===== config.mk =====
export PLATFORM = sky130hd
export DESIGN_NAME = mul_div_seq
export DESIGN_NICKNAME = d
export VERILOG_FILES = /design/src/rtl/mul_div_seq.sv
export SDC_FILE = /design/constraint.sdc
export NUM_CORES = 1
export LEC_CHECK = 0
export ABC_AREA = 0
export BUFFER_PORTS_ARGS = -buffer_cell sky130_fd_sc_hd__clkbuf_2
export CORE_MARGIN = 4
export CORE_UTILIZATION = 45
export CTS_BUF_LIST = sky130_fd_sc_hd__clkbuf_16
export DETAILED_ROUTE_END_ITERATION = 16
export GPL_TIMING_DRIVEN = 0
export SETUP_SLACK_MARGIN = 0.4
export SLEW_MARGIN = 15
export SYNTH_ARGS = -nofsm -noshare
export SYNTH_HDL_FRONTEND = slang
export SYNTH_SLANG_ARGS = --single-unit

===== constraint.sdc =====
create_clock -name clk -period 3.4 [get_ports clk]
set_input_delay 0.34 -clock clk [delete_from_list [all_inputs] [get_ports clk]]
set_output_delay 0.34 -clock clk [all_outputs]
set_load 0.03 [all_outputs]

===== src/rtl/mul_div_seq.sv =====
// rtl/mul_div_seq.sv - sequential unsigned shift-add multiplier / restoring divider, one step per clock
// Macro DIV_EN builds the divider; without it any op=1 request finishes at once with result=0, err=1.
module mul_div_seq #(
    parameter int WIDTH = 8
) (
    input  logic               clk,
    input  logic               reset,
    input  logic               start,
    input  logic               op,
    input  logic [WIDTH-1:0]   a,
    input  logic [WIDTH-1:0]   b,
    output logic               busy,
    output logic               done,
    output logic [2*WIDTH-1:0] result,
    output logic               err
);
    localparam int CW = $clog2(WIDTH + 1);

    typedef enum logic [1:0] {
        IDLE,
        RUN,
        FIN
    } state_t;

    state_t             state;
    state_t             next_state;
    logic [CW-1:0]      cnt;
    logic [2*WIDTH-1:0] acc;
    logic [2*WIDTH-1:0] mcand;
    logic [2*WIDTH-1:0] acc_n;
    logic [2*WIDTH-1:0] mcand_n;
    // Holds the multiplier in MUL, the developing quotient in DIV.
    logic [WIDTH-1:0]   shreg;
    logic [WIDTH-1:0]   shreg_n;
    logic               early_fin;

`ifdef DIV_EN
    logic               op_r;
    logic [WIDTH-1:0]   dvs;
    logic [WIDTH-1:0]   rem;
    logic [WIDTH-1:0]   rem_n;
    logic [WIDTH:0]     rem_sh;
    logic [WIDTH:0]     diff;
    logic               ge;

    assign early_fin = start && op && (b == '0);
`else
    assign early_fin = start && op;
`endif

    assign busy = (state != IDLE);

    always_comb begin
        acc_n   = shreg[0] ? (acc + mcand) : acc;
        mcand_n = mcand << 1;
`ifdef DIV_EN
        rem_sh  = {rem, shreg[WIDTH-1]};
        diff    = rem_sh - {1'b0, dvs};
        // rem < dvs holds before each step, so a set rem_sh MSB always means rem_sh >= dvs.
        ge      = rem_sh[WIDTH] | ~diff[WIDTH];
        rem_n   = ge ? diff[WIDTH-1:0] : rem_sh[WIDTH-1:0];
        shreg_n = op_r ? {shreg[WIDTH-2:0], ge} : (shreg >> 1);
`else
        shreg_n = shreg >> 1;
`endif
    end

    always_comb begin
        next_state = state;
        case (state)
            IDLE: begin
                if (start) begin
                    next_state = early_fin ? FIN : RUN;
                end
            end
            RUN: begin
                if (cnt == CW'(1)) begin
                    next_state = FIN;
                end
            end
            FIN:     next_state = IDLE;
            default: next_state = IDLE;
        endcase
    end

    always_ff @(posedge clk or posedge reset) begin
        if (reset) begin
            state <= IDLE;
        end else begin
            state <= next_state;
        end
    end

    always_ff @(posedge clk or posedge reset) begin
        if (reset) begin
            cnt    <= '0;
            acc    <= '0;
            mcand  <= '0;
            shreg  <= '0;
            done   <= 1'b0;
            result <= '0;
            err    <= 1'b0;
`ifdef DIV_EN
            op_r   <= 1'b0;
            dvs    <= '0;
            rem    <= '0;
`endif
        end else begin
            done <= (next_state == FIN);

            if (state == IDLE && start) begin
                cnt   <= CW'(WIDTH);
                acc   <= '0;
                mcand <= {{WIDTH{1'b0}}, a};
                shreg <= op ? a : b;
`ifdef DIV_EN
                op_r  <= op;
                dvs   <= b;
                rem   <= '0;
`endif
            end else if (state == RUN) begin
                cnt   <= cnt - CW'(1);
                acc   <= acc_n;
                mcand <= mcand_n;
                shreg <= shreg_n;
`ifdef DIV_EN
                rem   <= rem_n;
`endif
            end

            // Result is captured on the edge into FIN so it is valid alongside done.
            if (next_state == FIN) begin
                if (state == IDLE) begin
                    err <= 1'b1;
`ifdef DIV_EN
                    result <= {a, {WIDTH{1'b1}}};
`else
                    result <= '0;
`endif
                end else begin
                    err <= 1'b0;
`ifdef DIV_EN
                    result <= op_r ? {rem_n, shreg_n} : acc_n;
`else
                    result <= acc_n;
`endif
                end
            end
        end
    end

endmodule


==> results.md, run 1 <==
* Status: complete, no violations
* Setup TNS at 0 ps
* Hold Path Origin: a[0]
* Rel. slew slack at 0.5284
* Top_reg_cell synth: dfrtp_1
* Sequential fraction of the synthesis area at 0.4539
* Worst r2r src: mcand[0]
* CP max FO at 3
* DRT Pass-1 Iters at 5
* Commonest cells post-synth: 67 x nand2_1, 64 x dfrtp_1, 42 x o21ai_0, 20 x nor2_1
* Worst Hold End: mcand[0]
* Total clock sinks at 64
* Num CTS Buffers at 9
* Max-cap viol count at 0
* Sequential power share at 0.310
* Row count at 32
* Post-synth top area cell: dfrtp_1
* CTS tree: built
* R2R setup slack at around 730 ps
* Largest net degree at the start of global routing at 44
* Switching part of the total at 0.4240
* Max Transition Viols Final at 0
* Placement Cell Area at ~0.0039 mm^2
* Die area at 0.009322 mm^2
* Synth top area cells: dfrtp_1 45%, nand2_1 7.1%, ha_1 6.0%
* Root buf cell: clkbuf_16
* GPL Wtd Cong at 0.8526
* Pleak at 2.067 nW
* Diode count at 0
* Post-CTS Setup Repair Bufs at 0
* Yosys reg bits at 64
* Startpoint types: flop
* Worst min-delay path category: primary input to flop
* Largest delay share family, worst path: compound AO/OA/AOI/OAI gates
* Pint at 2.402 mW
* Netlist cell types at 49
* Clock share of power at 0.236
* Most frequent cell after synthesis: nand2_1
* Clock Skews at 4.208 ps
* RSZ-0062 raised after global routing: false
* Routed wire per std cell at 16.36 um
* PwrDens at 994.2 mW/mm^2
* Final ANT Viol Nets at 0
* Worst VDD drop at about 0.00044 V
* Initial drt markers at 126
* Reg clk slew, reported paths at 60 ps
* Vias/cell at 5.395
* Number of flops mapped to enable cells by yosys at 0
* Worst slew pin tran at 707.4 ps
* Crit path kind: flop to flop
* Worst Setup End Kind: flop
* Logic pwr share at 0.454
* Post-DP HPWL at 6436 um
* Initial antenna violation count at 0
* PortBufs at 37
* H-tree depth at 3
* Max Root-Sink Buffers at 2
* Clk_lat worst skew at 330 ps
* Post-layout min period at approximately 2700 ps
* Number of global-route vias before repair at 2897
* Reg-to-reg endpoint: result[12]
* Residual DRC at 0
* Total congestion overflow at 0
* Yosys warns at 0
* Ports at 39
* Core region area at 0.007687 mm^2
* R2R cell count at 9
* Slowest-stage cell, CP: a2111oi_2
* Layout cells sized above 1 at 0.1585
* # setup viols final at 0
* Final Cell Area at 0.004194 mm^2
* Crit path buf inv count at 0
* Nets@finish at 462
* Via Count at 2865
* Total Routing Usage GR at 0.2116
* Post-Synthesis Cell Area at 0.003528 mm^2
* Die height at 96.55 um
* Area share of the largest cell type after synthesis at 0.4539
* DIE WIDTH at 96.55 um
* Cells after Synth at 374
* Synth Area per Inst at 9.434 um^2
* Area grow syn2layout at 18.87%
* CP arrival at between 2000 and 3000 ps
* CP required at 3650 ps
* Syn nets at 412
* Asr flop ratio synth at 1.000
* Final Hold Viols at 0
* FMAX at approximately 370 MHz
* Largest stage delay, worst path at 440 ps
* CP Cell Sequence: ha_1 -> fa_1 -> a21o_1 -> a21o_4 -> a2111oi_2 -> o31ai_1 -> xor2_1 -> mux2i_1 -> o21ai_0
* P_sw at 1.768 mW
* First-pass GRT wire length at 14790 um
* Min-Delay Path Depth at 3
* Final worst path period share at 0.7845
* Initial cell density of the core at 0.4590
* DRT Wirelength at a little under 9000 um
worst min-delay path: stages:
cell	delay [ps]
clkbuf_2	90
nand2_1	40
o21ai_0	70
area by class of cell:
| class | instances | area, um^2 |
|---|---|---|
| Tap cell | 102 | 127.6 |
| Inverter | 12 | 47.55 |
| Clock buffer | 9 | 225.2 |
| Clock inverter | 7 | 87.58 |
| Buffer | 20 | 93.84 |
| Multi-Input combinational cell | 278 | 1788 |
| Fill cell | 742 | 3493 |
| Timing Repair Buffer | 39 | 222.7 |
| Sequential cell | 64 | 1602 |
logic make-up after synthesis:
group,Yosys count,share of synthesized area
compound gates,105,0.1957
xor+xnor,14,0.03475
fa+ha+maj,18,0.06596
buf+inv,32,0.03936
flops,64,0.4539
mux,18,0.05106
simple gates,123,0.1592
worst max path at each step:
stage                 endpoint      from  cells past startpoint  slack, ps
floorplan              acc[14]    acc[0]                      8        960
global placement     result[2]     reset                      2        620
detailed placement  result[12]  mcand[0]                      9        780
CTS                 result[12]  mcand[0]                      9        760
global route        result[12]  mcand[0]                      9        530
finish              result[12]  mcand[0]                      9        730
metrics by stage:
step,util,power [mW],cells,setup WS [ps],hold WS (ps)
floorplan,-,2.673,374,964.7,455.3
global placement,0.4997,3.154,513,620.6,462.3
detailed placement,0.5036,3.196,514,779.5,319.5
CTS,0.5456,4.194,531,758.0,243.5
global route,0.5456,4.484,531,526.1,275.0
finish,0.5456,4.170,531,732.5,252.7
registers in the layout, indices dropped and copies added, names as in the netlist:
signal,flops
cnt,4
shreg,8
err,1
state,2
done,1
mcand,16
result,16
acc,16
power groups by stage:
| stage | Clock (mW) | Sequential, mW | Combinational, mW |
|---|---|---|---|
| final | 0.984 | 1.29 | 1.89 |
| after global routing | 1.03 | 1.33 | 2.12 |
| after CTS | 0.996 | 1.29 | 1.91 |
| after detailed placement | 0 | 1.30 | 1.89 |
| after global placement | 0 | 1.29 | 1.86 |
| after floorplan | 0 | 1.35 | 1.33 |
timing repair:
action,in CTS,in global routing
gates resized for setup,0,0
setup endpoints to repair,0,0
hold buffers,1,0
hold endpoints to repair,21,0
per-layer routing:
metal | up-vias | part of all wire | global-route usage
met5 | - | 0 | 0
met4 | 0 | 0.021 | 0.08294
met3 | 13 | 0.033 | 0.03331
met2 | 42 | 0.46 | 0.3310
met1 | 1375 | 0.49 | 0.2939
li1 | 1435 | - | -
cells in the final DEF (no fill, tap or decap), types with 4 or more instances in the layout:
cell / Yosys / routed
nand2_1: 67 / 67
dfrtp_1: 64 / 64
clkbuf_1: 14 / 14
ha_1: 17 / 17
nor2_1: 20 / 20
mux2i_1: 18 / 18
nor3b_1: 6 / 6
a221o_1: 8 / 8
nand3_1: 10 / 10
inv_1: 12 / 12
xnor2_1: 9 / 9
clkbuf_2: 0 / 37
o21ai_0: 42 / 42
a22o_1: 4 / 4
a21oi_1: 18 / 18
a31oi_1: 5 / 5
clkbuf_16: 0 / 9
xor2_1: 5 / 5
a21o_1: 9 / 9
a22oi_1: 4 / 4
(Power assumes the default switching activity.)
==> run 2: changes to the inputs <==
clock period = 2.8 ns   (was 3.4 ns; I/O delays follow)
==> run 2 against run 1 <==
Effect of this change:
- first-iteration DRC count is 14% higher
- sequential power is 22% higher
- critical endpoint is now result[14]
- register-to-register slack worse by 400 ps
- clock power is 20% higher
- clock skew is 1.1 ps higher
- hold slack worse by 62 ps
- routed wire length is 3.6% higher
- design area is 5.2% higher
- non-clock buffer count is 12 higher
- largest power group unchanged
==> results.md, run 2 (same netlist as run 1, synthesis figures left out) <==
* Status: complete, no violations (unchanged)
* Ports at 39 (unchanged)
* Min-Delay Path Depth at 3 (unchanged)
* DRT Wirelength at 9004 um (was 8689 um)
* Setup TNS at 0 ps (unchanged)
* Number of global-route vias before repair at 2917 (was 2897)
* Post-layout min period at 2465 ps (was 2667 ps)
* Total power at 5.375 mW (was 4.170 mW)
* Residual DRC at 0 (unchanged)
* Hold Path Origin: a[0] (unchanged)
* Largest registers: acc x16, mcand x16, result x16 (unchanged)
* Met2 Use GR at 0.3201 (was 0.3310)
* Commonest non-fill, non-tap cell in the layout: nand2_1 (unchanged)
* Via Count at 3011 (was 2865)
* Met1 Usage GRT at 0.2920 (was 0.2939)
* Slowest-stage cell, CP: dfrtp_1 (was a2111oi_2)
* Worst slew pin tran at 722.3 ps (was 707.4 ps)
* Vias/cell at 5.545 (was 5.395)
* Max Root-Sink Buffers at 2 (unchanged)
* Die height at 96.55 um (unchanged)
* Row count at 32 (unchanged)
* Max Transition Viols Final at 0 (unchanged)
* Reg-to-reg endpoint: result[14] (was result[12])
* # setup viols final at 0 (unchanged)
* Clk_lat worst skew at 330 ps (about the same)
* Root buf cell: clkbuf_16 (unchanged)
* Area grow syn2layout at 25.07% (was 18.87%)
* Worst min-delay path category: primary input to flop (unchanged)
* RSZ-0062 raised after global routing: true (was false)
* Most frequent cells in the layout: 67 x nand2_1, 63 x dfrtp_1, 38 x clkbuf_2 (was 67 x nand2_1, 64 x dfrtp_1, 42 x o21ai_0)
* PwrDens at 1218 mW/mm^2 (was 994.2 mW/mm^2)
* GPL Wtd Cong at 0.8466 (was 0.8526)
* Met3 usage at 0.04415 (was 0.03331)
* Worst Hold End: mcand[0] (unchanged)
* Final Hold Viols at 0 (unchanged)
* Reg clk slew, reported paths at 50 ps (was 60 ps)
* Final worst path period share at 0.8805 (was 0.7845)
* GRT busiest layer: met2 (unchanged)
* DIE WIDTH at 96.55 um (unchanged)
* DRT Pass-1 Iters at 5 (unchanged)
* Worst Setup End Kind: flop (unchanged)
* Layout cells sized above 1 at 0.2177 (was 0.1585)
* Diode count at 0 (unchanged)
* Worst VDD drop at 0.0005595 V (was 0.0004356 V)
* Max-cap viol count at 0 (unchanged)
* Core region area at 0.007687 mm^2 (unchanged)
* Final ANT Viol Nets at 0 (unchanged)
* CP required at 2990 ps (was 3650 ps)
* R2R cell count at 9 (unchanged)
* CP max FO at 3 (unchanged)
* Hold Slack at 190.6 ps (was 252.7 ps)
* Worst r2r src: mcand[0] (unchanged)
* H-tree depth at 3 (unchanged)
* R2R setup slack at 330 ps (was 730 ps)
* Nets@finish at 474 (was 462)
* Total congestion overflow at 0 (unchanged)
* First-pass GRT wire length at 14680 um (was 14790 um)
* Initial drt markers at 144 (was 126)
* PortBufs at 37 (unchanged)
* CTS tree: built (unchanged)
* Total clock sinks at 64 (unchanged)
* Initial antenna violation count at 0 (unchanged)
* Clock Skews at 5.325 ps (was 4.208 ps)
* Die area at 0.009322 mm^2 (unchanged)
* Routed wire per std cell at 16.58 um (was 16.36 um)
* Post-DP HPWL at 6287 um (was 6436 um)
* FMAX at 405.6 MHz (was 374.9 MHz)
* CP Cell Sequence: ha_2 -> fa_2 -> a21o_1 -> a21o_4 -> a211oi_4 -> nor3_2 -> or3_4 -> a31oi_4 -> o21ai_1 (was ha_1 -> fa_1 -> a21o_1 -> a21o_4 -> a2111oi_2 -> o31ai_1 -> xor2_1 -> mux2i_1 -> o21ai_0)
* Largest net degree at the start of global routing at 52 (was 44)
* Num CTS Buffers at 9 (unchanged)
* Pleak at 2.134 nW (was 2.067 nW)
* Total Routing Usage GR at 0.2096 (was 0.2116)
* Rel. slew slack at 0.5185 (was 0.5284)
* CP arrival at 2660 ps (was 2920 ps)
* Initial cell density of the core at 0.4590 (unchanged)
* Crit path kind: flop to flop (unchanged)
* Largest stage delay, worst path at 410 ps (was 440 ps)
* Startpoint types: flop (unchanged)
## run 2: cell count changes in the layout (fill, tap and decap cells not counted), moves of 3 or more
cell / previous run / this run
buf_4: 0 / 13
ha_1: 17 / 11
ha_2: 0 / 3
ha_4: 0 / 3
o21ai_0: 42 / 37
o21ai_1: 2 / 6
## run 2: report_power, final
| group | switching [mW] | internal, mW | total [mW] |
|---|---|---|---|
| Sequential | 0.305 | 1.28 | 1.58 |
| Clock | 0.407 | 0.772 | 1.18 |
| Combinational | 1.54 | 1.07 | 2.61 |
| Total | 2.26 | 3.12 | 5.38 |
## run 2: final cells by class
type | instances | area [um^2]
inverters | 12 | 47.55
clock buffers | 9 | 225.2
plain buffers | 20 | 97.59
well taps | 102 | 127.6
flip-flops and latches | 64 | 1603
multi-input cells | 278 | 1912
repair buffers | 51 | 312.8
clock inverters | 7 | 87.58
fillers | 721 | 3274
## run 2: worst max-delay path: cells and delay by family (launching register included)
kind | cells | cell delay [ps]
AOI/OAI and AO/OA | 5 | 890
adders and majority gates | 2 | 550
and+or+nand+nor | 2 | 470
DFF | 1 | 410
## run 2: how the worst max path moves through the flow
stage	start	end	slack, ps	cells past startpoint
2_1_floorplan	acc[0]	acc[14]	450	8
3_3_place_gp	reset	result[2]	70	2
3_5_place_dp	acc[10]	acc[15]	210	8
4_1_cts	mcand[0]	result[14]	330	9
5_1_grt	mcand[0]	result[14]	230	9
6_report	mcand[0]	result[14]	330	9
## run 2: what timing repair did
action,in CTS,in global routing
buffers inserted,2,10
gates resized for setup,9,19
endpoints found under the hold margin,13,0
hold buffers,1,0
setup endpoints to repair,8,17
pin swaps,5,17
## run 2: layer usage
metal | vias to the layer above | wire (um)
met5 | - | 0
met4 | 0 | 204
met3 | 18 | 373
met2 | 75 | 4141
met1 | 1468 | 4285
li1 | 1450 | -
## run 2: through the flow
step / worst slack, ps / std cells / instance area, um^2 / util
4_1_cts: 334.3 / 533 / 4269 / 0.5553
3_3_place_gp: 68.21 / 513 / 3844 / 0.5000
3_5_place_dp: 206.8 / 514 / 3874 / 0.5039
5_1_grt: 233.2 / 543 / 4413 / 0.5741
2_1_floorplan: 447.5 / 374 / 3531 / -
6_report: 334.5 / 543 / 4413 / 0.5741
==> run 3: changes to the inputs <==
CORE_UTILIZATION = 30   (was 45)
SETUP_SLACK_MARGIN = not set   (was 0.4)
SKIP_LAST_GASP = 1   (was not set)
==> run 3 against run 2 <==
Effect of this change:
- register-to-register slack worse by 180 ps
- combinational power decreased by 12%
- non-clock buffer count is 12 lower
- die area grew 45%
- design area shrank 4.4%
- critical path type unchanged
- largest power group unchanged
==> results.md, run 3 (same netlist as run 1, synthesis figures left out) <==
* Final Cell Area at 0.004219 mm^2 (was 0.004413 mm^2)
* Worst VDD drop at 0.0003737 V (was 0.0005595 V)
* Critical path launch point: mcand[0] (unchanged)
* Max Root-Sink Buffers at 2 (unchanged)
* Crit path kind: flop to flop (unchanged)
* Vias/cell at 5.072 (was 5.545)
* Nets@finish at 462 (was 474)
* Final worst path period share at 0.9463 (was 0.8805)
* CTS tree: built (unchanged)
* Total Routing Usage GR at 0.1431 (was 0.2096)
* Num CTS Buffers at 9 (unchanged)
* Final Hold Viols at 0 (unchanged)
* Reg-to-reg endpoint: result[14] (unchanged)
* Die area at 0.01356 mm^2 (was 0.009322 mm^2)
* Routed wire per std cell at 15.46 um (was 16.58 um)
* Final std cells w/o fill at 572 (was 543)
* Placement Cell Area at 0.003923 mm^2 (was 0.003874 mm^2)
* Largest net degree at the start of global routing at 44 (was 52)
* Via Count at 2901 (was 3011)
* Slowest-stage cell, CP: dfrtp_1 (unchanged)
* Crit path buf inv count at 0 (unchanged)
* Area grow syn2layout at 19.57% (was 25.07%)
* Final ANT Viol Nets at 0 (unchanged)
* Hold Path Origin: a[3] (was a[0])
* Initial drt markers at 103 (was 144)
* Worst Hold End: mcand[3] (was mcand[0])
* Largest stage delay, worst path at 440 ps (was 410 ps)
* Commonest non-fill, non-tap cell in the layout: nand2_1 (unchanged)
* Ports at 39 (unchanged)
* Diode count at 0 (unchanged)
* Reg clk slew, reported paths at 60 ps (was 50 ps)
* # fillers at 1150 (was 721)
* Initial antenna violation count at 0 (unchanged)
* Initial cell density of the core at 0.3077 (was 0.4590)
* RSZ-0062 raised after global routing: false (was true)
* Max-cap viol count at 0 (unchanged)
* Footprint of the multi-input gates at 0.001800 mm^2 (was 0.001912 mm^2)
* CP required at 3010 ps (was 2990 ps)
* R2R setup slack at 150 ps (was 330 ps)
* First-pass GRT wire length at 14910 um (was 14680 um)
* Die height at 116.5 um (was 96.55 um)
* Worst slew pin tran at 698.9 ps (was 722.3 ps)
* Pleak at 2.037 nW (was 2.134 nW)
* DRT Wirelength at 8842 um (was 9004 um)
* DRT Pass-1 Iters at 4 (was 5)
* Number of global-route vias before repair at 2955 (was 2917)
* Core region area at 0.01147 mm^2 (was 0.007687 mm^2)
* CP Cell Sequence: ha_1 -> fa_1 -> a21o_1 -> a21o_4 -> a211oi_4 -> nor3_2 -> or3_1 -> a31oi_1 -> o21ai_1 (was ha_2 -> fa_2 -> a21o_1 -> a21o_4 -> a211oi_4 -> nor3_2 -> or3_4 -> a31oi_4 -> o21ai_1)
* Clock Skews at 8.914 ps (was 5.325 ps)
* Rel. slew slack at 0.5341 (was 0.5185)
* Max Transition Viols Final at 0 (unchanged)
* Root buf cell: clkbuf_16 (unchanged)
* Startpoint types: flop (unchanged)
* Total congestion overflow at 0 (unchanged)
* Min-Delay Path Depth at 3 (unchanged)
* Setup TNS at 0 ps (unchanged)
* CP max FO at 3 (unchanged)
* FMAX at 377.4 MHz (was 405.6 MHz)
* Clk_lat worst skew at 340 ps (was 330 ps)
* Total clock sinks at 64 (unchanged)
* Most frequent cells in the layout: 67 x nand2_1, 64 x dfrtp_1, 42 x o21ai_0 (was 67 x nand2_1, 63 x dfrtp_1, 38 x clkbuf_2)
* Storage element area at 0.001602 mm^2 (was 0.001603 mm^2)
* GPL Wtd Cong at 0.8655 (was 0.8466)
* Worst Setup End Kind: flop (unchanged)
* Residual DRC at 0 (unchanged)
* Largest delay share family, worst path: compound AO/OA/AOI/OAI gates (unchanged)
* PortBufs at 37 (unchanged)
* Post-DP HPWL at 6533 um (was 6287 um)
* Total power at 4.899 mW (was 5.375 mW)
* Layout cells sized above 1 at 0.1632 (was 0.2177)
* Worst r2r src: mcand[0] (unchanged)
* Largest registers: acc x16, mcand x16, result x16 (unchanged)
* DIE WIDTH at 116.5 um (was 96.55 um)
* H-tree depth at 3 (unchanged)
* Worst min-delay path category: primary input to flop (unchanged)
* PwrDens at 1161 mW/mm^2 (was 1218 mW/mm^2)
* # setup viols final at 0 (unchanged)
* CP arrival at 2860 ps (was 2660 ps)
* R2R cell count at 9 (unchanged)
* Row count at 39 (was 32)
* Status: complete, no violations (unchanged)
* Placed cells at 555 (was 514)
* Post-layout min period at 2650 ps (was 2465 ps)
## run 3: cell types whose count changed in the layout (fill, tap and decap cells not counted), sizes merged
cell / delta
inv: -1
bufinv: -2
buf: -12
clkinvlp: +3
## run 3: worst max-delay path by stage
stage,to,slack [ps],depth (start not counted)
2_1_floorplan,acc[14],360,8
3_3_place_gp,acc[1],40,2
3_5_place_dp,result[14],180,9
4_1_cts,result[14],160,9
5_1_grt,result[12],9,9
6_report,result[14],150,9
## run 3: repair_timing
item                                    CTS  global route
setup buffers                             0             0
resized for setup                         0             2
hold endpoints to repair                 21             0
hold buffers                              1             0
endpoints found under the setup margin    0             1
## run 3: worst register-to-register path, cell delays in order (launching register included)
cell      delay [ps]
dfrtp_1          440
ha_1             240
fa_1             410
a21o_1           180
a21o_4           230
a211oi_4         290
nor3_2            80
or3_1            380
a31oi_1          200
o21ai_1           70
## run 3: layout make-up
type | count | area share
multi-input combinational | 278 | 0.4268
sequential | 64 | 0.3796
clock buffer | 9 | 0.05338
timing repair buffer | 39 | 0.05279
tap | 143 | 0.04241
buffer | 20 | 0.02224
clock inverter | 7 | 0.01157
inverter | 12 | 0.01127
## run 3: power by group
group          internal (mW)  switching (mW)
Combinational          0.868            1.42
Clock                  0.596           0.432
Sequential              1.28           0.302
Total                   2.74            2.16
## run 3: metrics by stage
step             util  setup WS, ps  hold slack, ps
3_3_place_gp   0.3394         38.70           470.0
6_report       0.3679         150.3           187.1
5_1_grt        0.3679         8.956           204.2
4_1_cts        0.3668         159.9           181.7
3_5_place_dp   0.3421         175.5           261.4
2_1_floorplan       -         364.7           396.8
## run 3: per-layer routing
metal,part of all wire,GRT usage,vias to the layer above
met2,0.46,0.2197,56
met1,0.49,0.1958,1404
met4,0.017,0.05104,0
met3,0.041,0.03627,14
met5,0,0,-
li1,-,-,1427
